==> src/rtl/truth_table_sweeper.sv <==
// -----------------------------------------------------------------------------
// truth_table_sweeper
//
// Sweep-and-check engine for combinational logic implementations. A sweep
// walks every N_IN-bit input vector in ascending order. Each vector is held on
// `args` for SETTLE+1 cycles, and the DUT outputs are sampled on the last edge
// of that window. Each of the N_CH channels is compared against the golden
// truth table TABLE.
//
// Parameters
//   N_IN    function input width (sweep length 2^N_IN)
//   N_CH    number of DUT channels checked in parallel
//   SETTLE  extra hold cycles per vector before sampling (0..255)
//   TABLE   golden truth table; vector 0 maps to the MSB
//
// Ports
//   clk           rising-edge clock
//   rst_n         asynchronous active-low reset
//   start         begin a sweep (accepted in IDLE or DONE only)
//   stop_on_fail  latched at start acceptance; abort on first mismatch
//   args          current input vector driven to the DUTs
//   dut_res       DUT outputs, bit c = channel c
//   busy          sweep in progress
//   done          sweep finished or aborted, held until next accepted start
//   aborted       sweep ended early through stop_on_fail
//   pass_map      bit c*2^N_IN+k set when channel c matched at vector k
//   err_cnt       per-channel mismatch count, field c at [c*(N_IN+1) +: N_IN+1]
//   fail_seen     channel c mismatched at least once
//   first_fail    per-channel lowest failing vector, field c at [c*N_IN +: N_IN]
//
// Every output is driven straight from a register, so dut_res reaches no
// output through a combinational path.
// -----------------------------------------------------------------------------
module truth_table_sweeper #(
  parameter int                   N_IN   = 5,
  parameter int                   N_CH   = 2,
  parameter int                   SETTLE = 0,
  parameter logic [(1<<N_IN)-1:0] TABLE  = 32'h2356BBFF
) (
  input  logic                          clk,
  input  logic                          rst_n,
  input  logic                          start,
  input  logic                          stop_on_fail,
  output logic [N_IN-1:0]               args,
  input  logic [N_CH-1:0]               dut_res,
  output logic                          busy,
  output logic                          done,
  output logic                          aborted,
  output logic [N_CH*(1<<N_IN)-1:0]     pass_map,
  output logic [N_CH*(N_IN+1)-1:0]      err_cnt,
  output logic [N_CH-1:0]               fail_seen,
  output logic [N_CH*N_IN-1:0]          first_fail
);

  localparam int NV = 1 << N_IN;   // vectors per sweep
  localparam int CW = N_IN + 1;    // counter width, large enough to hold NV

  // Reload value of the per-vector hold counter.
  localparam logic [7:0] SETTLE_V = 8'(SETTLE);

  typedef enum logic [1:0] {
    IDLE = 2'd0,
    RUN  = 2'd1,
    DONE = 2'd2
  } state_t;

  state_t                        state_r;
  logic [N_IN-1:0]               args_r;
  logic [7:0]                    settle_r;
  logic                          sof_r;
  logic                          busy_r;
  logic                          done_r;
  logic                          aborted_r;
  logic [N_CH-1:0][NV-1:0]       pass_r;
  logic [N_CH-1:0][CW-1:0]       err_r;
  logic [N_CH-1:0]               fail_r;
  logic [N_CH-1:0][N_IN-1:0]     first_r;

  logic [N_IN-1:0]               exp_idx_s;
  logic                          exp_bit_s;
  logic [N_CH-1:0]               mism_s;
  logic                          abort_s;
  logic                          last_s;

  // Golden lookup and per-channel mismatch decode for the vector on args.
  always_comb begin
    // TABLE is MSB-first, so vector k sits at bit 2^N_IN-1-k, which is ~k.
    exp_idx_s = ~args_r;
    exp_bit_s = TABLE[exp_idx_s];
    mism_s    = dut_res ^ {N_CH{exp_bit_s}};
    abort_s   = sof_r & (|mism_s);
    last_s    = &args_r;
  end

  // Sweep controller: state, vector stepping, hold counter and result capture.
  always_ff @(posedge clk or negedge rst_n) begin
    if (!rst_n) begin
      state_r   <= IDLE;
      args_r    <= {N_IN{1'b0}};
      settle_r  <= 8'd0;
      sof_r     <= 1'b0;
      busy_r    <= 1'b0;
      done_r    <= 1'b0;
      aborted_r <= 1'b0;
      pass_r    <= {(N_CH*NV){1'b0}};
      err_r     <= {(N_CH*CW){1'b0}};
      fail_r    <= {N_CH{1'b0}};
      first_r   <= {(N_CH*N_IN){1'b0}};
    end else begin
      case (state_r)
        IDLE, DONE: begin
          if (start) begin
            state_r   <= RUN;
            args_r    <= {N_IN{1'b0}};
            settle_r  <= SETTLE_V;
            sof_r     <= stop_on_fail;
            busy_r    <= 1'b1;
            done_r    <= 1'b0;
            aborted_r <= 1'b0;
            pass_r    <= {(N_CH*NV){1'b0}};
            err_r     <= {(N_CH*CW){1'b0}};
            fail_r    <= {N_CH{1'b0}};
            first_r   <= {(N_CH*N_IN){1'b0}};
          end
        end

        RUN: begin
          // start is deliberately ignored here; the running sweep completes.
          if (settle_r != 8'd0) begin
            settle_r <= settle_r - 8'd1;
          end else begin
            for (int c = 0; c < N_CH; c++) begin
              if (mism_s[c]) begin
                err_r[c] <= err_r[c] + CW'(1);
                // The sweep ascends, so the first mismatch is the lowest one.
                if (!fail_r[c]) begin
                  fail_r[c]  <= 1'b1;
                  first_r[c] <= args_r;
                end
              end else begin
                pass_r[c][args_r] <= 1'b1;
              end
            end

            if (last_s || abort_s) begin
              // args stays on the final or failing vector; there is no wrap-around.
              state_r   <= DONE;
              busy_r    <= 1'b0;
              done_r    <= 1'b1;
              aborted_r <= abort_s;
            end else begin
              args_r   <= args_r + N_IN'(1);
              settle_r <= SETTLE_V;
            end
          end
        end

        default: begin
          state_r <= IDLE;
          busy_r  <= 1'b0;
          done_r  <= 1'b0;
        end
      endcase
    end
  end

  assign args       = args_r;
  assign busy       = busy_r;
  assign done       = done_r;
  assign aborted    = aborted_r;
  assign pass_map   = pass_r;
  assign err_cnt    = err_r;
  assign fail_seen  = fail_r;
  assign first_fail = first_r;

endmodule

==> config.mk <==
export PLATFORM = sky130hd
export DESIGN_NAME = truth_table_sweeper
export DESIGN_NICKNAME = d
export VERILOG_FILES = /design/src/rtl/truth_table_sweeper.sv
export SDC_FILE = /design/constraint.sdc
export NUM_CORES = 1
export LEC_CHECK = 0
export ABC_AREA = 1
export CELL_PAD_IN_SITES_DETAIL_PLACEMENT = 1
export CELL_PAD_IN_SITES_GLOBAL_PLACEMENT = 1
export CORE_ASPECT_RATIO = 2
export CORE_UTILIZATION = 35
export CTS_BUF_LIST = sky130_fd_sc_hd__clkbuf_8
export DETAILED_ROUTE_END_ITERATION = 10
export GPL_TIMING_DRIVEN = 0
export PLACE_DENSITY_LB_ADDON = 0.1
export SYNTH_ARGS = -nofsm -noshare
export SYNTH_HDL_FRONTEND = slang
export SYNTH_SLANG_ARGS = --single-unit
==> constraint.sdc <==
create_clock -name clk -period 3 [get_ports clk]
set_clock_uncertainty 0.05 [all_clocks]
set_input_delay 0.3 -clock clk [delete_from_list [all_inputs] [get_ports clk]]
set_output_delay 0.3 -clock clk [all_outputs]
set_load 0.02 [all_outputs]
==> reports/metrics.yaml, run 1 <==
floorplanning:
  die_h_um: 180
  row_count: 64
  die_w_um: 91.0
  initial_core_util_pct: 36.1
  pin_count: 102
  core-area_mm2: 0.0154
  die_area_mm2: 0.0164
logic_synthesis:
  seq_area_frac_synth_pct: 47.9
  synthMuxAreaShare_pct: 0
  synthTopCellsByArea: "dfrtp_1 (48%), a21oi_2 (9.5%), nand2_2 (8.5%)"
  netlist_instances: 604
  synth_cell_types: 35
  syn_area_per_cell_um2: 9.18
  synth_nets: 619
  synth_xor_area_share_pct: 1.58
  synth_compound_area_share_pct: 13.0
  synth_top_area_share_pct: 47.9
  synthSimpleGateAreaFrac_pct: 24.7
  synth.most_common_cell: "dfrtp_1"
  yosys_warnings: 0
  synth-adder-area-share_pct: 2.03
  synth_area_leader_cell: "dfrtp_1"
  ys_ff_latch: 106
  async_flop_share_pct: 100
  synth_area_mm2: 0.00554
  synthTopCellsByCount: "dfrtp_1 (106), inv_1 (99), nand2_1 (89)"
  synth-main-ff-cell: "dfrtp_1"
  synth_top_family_by_area: "simple AND/OR/NAND/NOR gates"
  synth_edf_count: 0
critical_path:
  cp_max_fo: 9
  startpoint_type: "register"
  cp.required_ps: 3220
  reg2regPathDepth: 15
  cp-end-kind: "register"
  worstPathArrival_ps: 2520
  worstSetupPathType: "register to register"
final_layout:
  regArea_mm2: 0.00265
  fill_cells: 1850
  drive_above_1_share_pct: 27.2
  area_growth_pct: 27.1
  post-route-cell-area_mm2: 0.00704
  multi_input_area_mm2: 0.00229
  final_net_count: 733
  n_antenna_cell: 0
detailed_routing:
  drt-vias-per-instance: 4.64
  wl_per_cell_um: 15.9
  drcViolationCount: 0
  vias: 4274
  wirelength_um: 14600
  final_antenna_net_count: 0
  drt-initial-drc-count: 142
  dr.pass1.iters: 4
clocking:
  cts_tree: "done"
  post_cts_buffers: 0
  cts_buffers: 9
  clockRootBuffer: "clkbuf_8"
  clock_sinks: 106
  cts.htree.levels: 3
  cts.clk_slew.worst_paths_ps: 110
  ctsResizeCount: 0
  clk_latency_ps: 380
  clockBufferDepth: 2
sta:
  fin_crit_sh_pct: 76.7
  relSlewSlack_pct: 47.7
  final_max_slew_viol_count: 0
  setup_viol: 0
  finalHoldViolations: 0
  tightest_slew_ps: 785
  fmax_mhz: 435
  fin_hold_ws_ps: 389
  grt_setup_unrepaired: "no"
  fin_crit_ps: 2300
  fin_ws_ps: 699
  setup_tns_ps: 0
power_and_ir_drop:
  irDropWorstVdd_v: 0.000165
  power_density_mw_per_mm2: 346
  power.leakage_nw: 3.32
run_status:
  status: "completed"
global_routing:
  gr-total-overflow: 0
  grt_pass1_vias: 4941
  grt_usage_pct: 19.4
  grt_max_degree: 67
  antenna_found_initial: 0
  grt_pass1_wl_um: 25000
place:
  port-buffer-count: 101
  placed_area_mm2: 0.00683
  dp_hpwl_um: 11300
  gp_congestion: 0.718
  pre_cts_ws_ps: 586
flow_run:
  cap_viol_max_count: 0
worst_hold_path:
  hold_path_class: "primary input to asynchronous set/reset pin"
-- placed cells by master, fill, tap and decap left out, drive strengths merged --
cell type	n
a21oi	64
nand2	170
nor3	1
o31ai	2
or2	3
nand4	10
buf	11
dlygate4sd3	1
nand3	23
clkbuf	16
inv	114
xnor2	2
clkinvlp	2
o22ai	2
ha	9
nor2	55
clkdlybuf4s50	100
bufinv	1
xor2	8
o21ai	20
dfrtp	106
clkinv	1
o21bai	2
-- flip-flops by register name, summed over array words and instances (netlist names) --
register / count
aborted: 1
fail_seen: 2
pass_map: 64
first_fail: 10
settle_r: 8
err_cnt: 12
state_r: 2
args: 5
sof_r: 1
busy: 1
-- power breakdown --
part | internal, W | total (W) | leakage [nW] | switching, W
clock network | 0.000403 | 0.000957 | 0.101 | 0.000555
logic | 0.0000134 | 0.0000515 | 2.11 | 0.0000382
registers | 0.00143 | 0.00143 | 1.11 | 0
total | 0.00184 | 0.00244 | 3.32 | 0.000593
-- final cells by class --
type	instances	area share (%)
clock buffers	9	1.76
clock inverters	7	1.19
well taps	198	3.52
multi-input cells	371	32.5
repair buffers	103	14.8
flip-flops and latches	106	37.7
inverters	111	6.16
plain buffers	16	2.36
-- per-stage QoR --
| stage | power, W | instances | utilization [%] |
|---|---|---|---|
| 6_report | 0.00244 | 921 | 45.8 |
| 5_1_grt | 0.00252 | 921 | 45.8 |
| 4_1_cts | 0.00247 | 921 | 45.8 |
| 3_5_place_dp | 0.00151 | 904 | 44.4 |
| 3_3_place_gp | 0.00150 | 903 | 44.2 |
| 2_1_floorplan | 0.00147 | 604 | - |
-- final timing paths --
check,start,slack (ps),to
min,rst_n,390,pass_map[60]
min in group clk,stop_on_fail,420,sof_r
max in group asynchronous,rst_n,1780,pass_map[17]
min reg2reg,busy,450,busy
max reg2reg,args[0],700,settle_r[7]
max,args[0],700,settle_r[7]
-- worst max-delay path, stage by stage, from the launching register on --
cell     delay (ps)
dfrtp_1         460
inv_1           170
ha_1            340
inv_1            50
nand3_1          90
nand2_2         100
nor2_4          120
nand2_2          70
nand2_4         110
nand2_2          70
nand2_2          80
nand2_2          70
nand2_1         100
nand2_2         150
nand2_1         100
nand2_1          50
-- routing by layer --
layer	track usage, %	vias to the layer above	wire length (µm)
met2	38.7	70	8630
li1	-	2075	-
met5	0	-	0
met4	5.65	0	242
met3	2.54	15	345
met1	20.4	2114	5420
-- cells by family (layout without fill, tap and decap cells) --
| group | count (synthesis) | in the layout |
|---|---|---|
| AND/OR/NAND/NOR | 262 | 262 |
| buffers and inverters | 127 | 246 |
| flip-flops | 106 | 106 |
| AO/OA/AOI/OAI | 90 | 90 |
| XOR/XNOR | 10 | 10 |
| adder cells (fa/ha/maj) | 9 | 9 |
-- timing repair --
item,CTS,global route
hold endpoints to repair,40,0
setup endpoints to repair,0,0
hold buffers,1,0
(Power assumes the default switching activity.)
==> run 2, diff against run 1 <==
==> constraint.sdc (replaced) <==
create_clock -name clk -period 2.1 [get_ports clk]
set_clock_uncertainty 0.05 [all_clocks]
set_input_delay 0.21 -clock clk [delete_from_list [all_inputs] [get_ports clk]]
set_output_delay 0.21 -clock clk [all_outputs]
set_load 0.02 [all_outputs]
==> run 2 against run 1 <==
Effect of this change: fmax rose by 11%; first-iteration DRC count fell by 1.4%; die area is the same; sequential share of layout area shrank 2.2 points; critical path depth decreased by 4; combinational power grew 46%; global-route usage is 0.20 points higher; cell count is 3.1% higher; hold slack worse by 91 ps; largest cell class unchanged.
==> reports/metrics.yaml, run 2 (synthesis gave the netlist of run 1 again) <==
run_status:
  status: "completed"
global_routing:
  grt_pass1_vias: 5022
  antenna_found_initial: 0
  gr-total-overflow: 0
  grt_usage_pct: 19.6
  grt_max_degree: 67
  grt_pass1_wl_um: 25300
floorplanning:
  row_count: 64
  die_area_mm2: 0.0164
  pin_count: 102
  die_h_um: 180
  die_w_um: 91.0
  initial_core_util_pct: 36.1
  core-area_mm2: 0.0154
final_layout:
  drive_above_1_share_pct: 33.6
  final_net_count: 762
  n_antenna_cell: 0
  regArea_mm2: 0.00266
  largest_reg_flops: 64
  area_growth_pct: 35.2
  multi_input_area_mm2: 0.00241
  fill_cells: 1825
  final_common_cell: "dfrtp_1"
  layout_common_cells: "dfrtp_1 (103), clkdlybuf4s50_1 (100), inv_1 (95), nand2_1 (82), nand2_2 (77)"
power_and_ir_drop:
  combPwrFrac_pct: 2.2
  irDropWorstVdd_v: 0.000233
  netSwitchingFraction_pct: 24.5
  total_power_w: 0.00349
  power.leakage_nw: 3.57
  p_int_w: 0.00264
  p_seq_share_pct: 58.5
  p_clk_share_pct: 39.4
  power_density_mw_per_mm2: 466
  p_switching_w: 0.000853
detailed_routing:
  wirelength_um: 15400
  drt-initial-drc-count: 140
  dr.pass1.iters: 4
  final_antenna_net_count: 0
  vias: 4428
  wl_per_cell_um: 16.2
  drt-vias-per-instance: 4.66
  drcViolationCount: 0
sta:
  fin_crit_ps: 2070
  final_max_slew_viol_count: 0
  relSlewSlack_pct: 52.4
  setup_tns_ps: 0
  grt_setup_unrepaired: "yes"
  fmax_mhz: 482
  finalHoldViolations: 0
  setup_viol: 0
  fin_crit_sh_pct: 98.7
  tightest_slew_ps: 713
  fin_ws_ps: 26.3
critical_path:
  worstSetupPathType: "register to register"
  worstPathArrival_ps: 2290
  cp-end-kind: "register"
  startpoint_type: "register"
  cp.required_ps: 2320
  cp_max_fo: 5
clocking:
  cts_buffers: 9
  cts.clk_slew.worst_paths_ps: 110
  cts.htree.levels: 3
  clockBufferDepth: 2
  clock_sinks: 106
  clockRootBuffer: "clkbuf_8"
  cts_tree: "done"
  clk_latency_ps: 390
place:
  pre_cts_ws_ps: -243
  port-buffer-count: 101
  gp_congestion: 0.718
  dp_hpwl_um: 11300
flow_run:
  cap_viol_max_count: 0
worst_hold_path:
  hold_path_class: "primary input to asynchronous set/reset pin"
## run 2: final timing paths
path,startpoint,end,slack [ps],cells after the start
worst max-delay path,settle_r[0],args[0],30,11
worst min-delay path,rst_n,pass_map[60],300,2
worst max register to register,settle_r[0],args[0],30,11
worst min register to register,busy,busy,450,2
max in group asynchronous,rst_n,pass_map[14],970,3
min in group clk,stop_on_fail,sof_r,330,3
## run 2: critical path, stage by stage, from the launching register on
cell and delay [ps]:
dfrtp_1 420, inv_2 90, ha_4 150, nand2_4 60, nor2_4 90, nand2_2 80
nor3_4 270, nor2_4 70, nor2_4 200, nand4_1 260, nand3_1 150, nand2_1 70
## run 2: stage by stage
stage / hold slack, ps / cells / util, % / instance area [µm²]
floorplan: -136 / 604 / - / 5540
global placement: 409 / 903 / 44.2 / 6800
detailed placement: 201 / 904 / 44.4 / 6830
CTS: 301 / 940 / 47.2 / 7260
global route: 320 / 950 / 48.7 / 7490
finish: 298 / 950 / 48.7 / 7490
## run 2: layer usage
layer | up-vias | part of all wire (%) | global-route usage (%)
met5 | - | 0 | 0
met4 | 0 | 1.8 | 5.78
met3 | 20 | 2.3 | 2.58
met2 | 73 | 60 | 39.3
met1 | 2200 | 36 | 20.4
li1 | 2135 | - | -
## run 2: cell type report
| type | count | share of cell area [%] |
|---|---|---|
| multi-input combinational | 372 | 32.1 |
| inverter | 111 | 6.13 |
| timing repair buffer | 131 | 17.9 |
| tap | 198 | 3.31 |
| buffer | 16 | 2.32 |
| clock buffer | 9 | 1.65 |
| sequential | 106 | 35.5 |
| clock inverter | 7 | 1.12 |
## run 2: what timing repair did
item	4_1_cts	5_1_grt
hold buffers	1	0
setup endpoints to repair	102	93
buffers inserted	19	6
pin swaps	12	12
hold endpoints to repair	40	0
cloned	0	4
resized for setup	17	33
## run 2: power by group through the flow
| stage | sequential, W | combinational (W) | clock (W) |
|---|---|---|---|
| floorplan | 0.00208 | 0.0000142 | 0 |
| global placement | 0.00208 | 0.0000676 | 0 |
| detailed placement | 0.00208 | 0.0000761 | 0 |
| CTS | 0.00204 | 0.0000778 | 0.00141 |
| global route | 0.00204 | 0.0000867 | 0.00148 |
| finish | 0.00204 | 0.0000751 | 0.00137 |
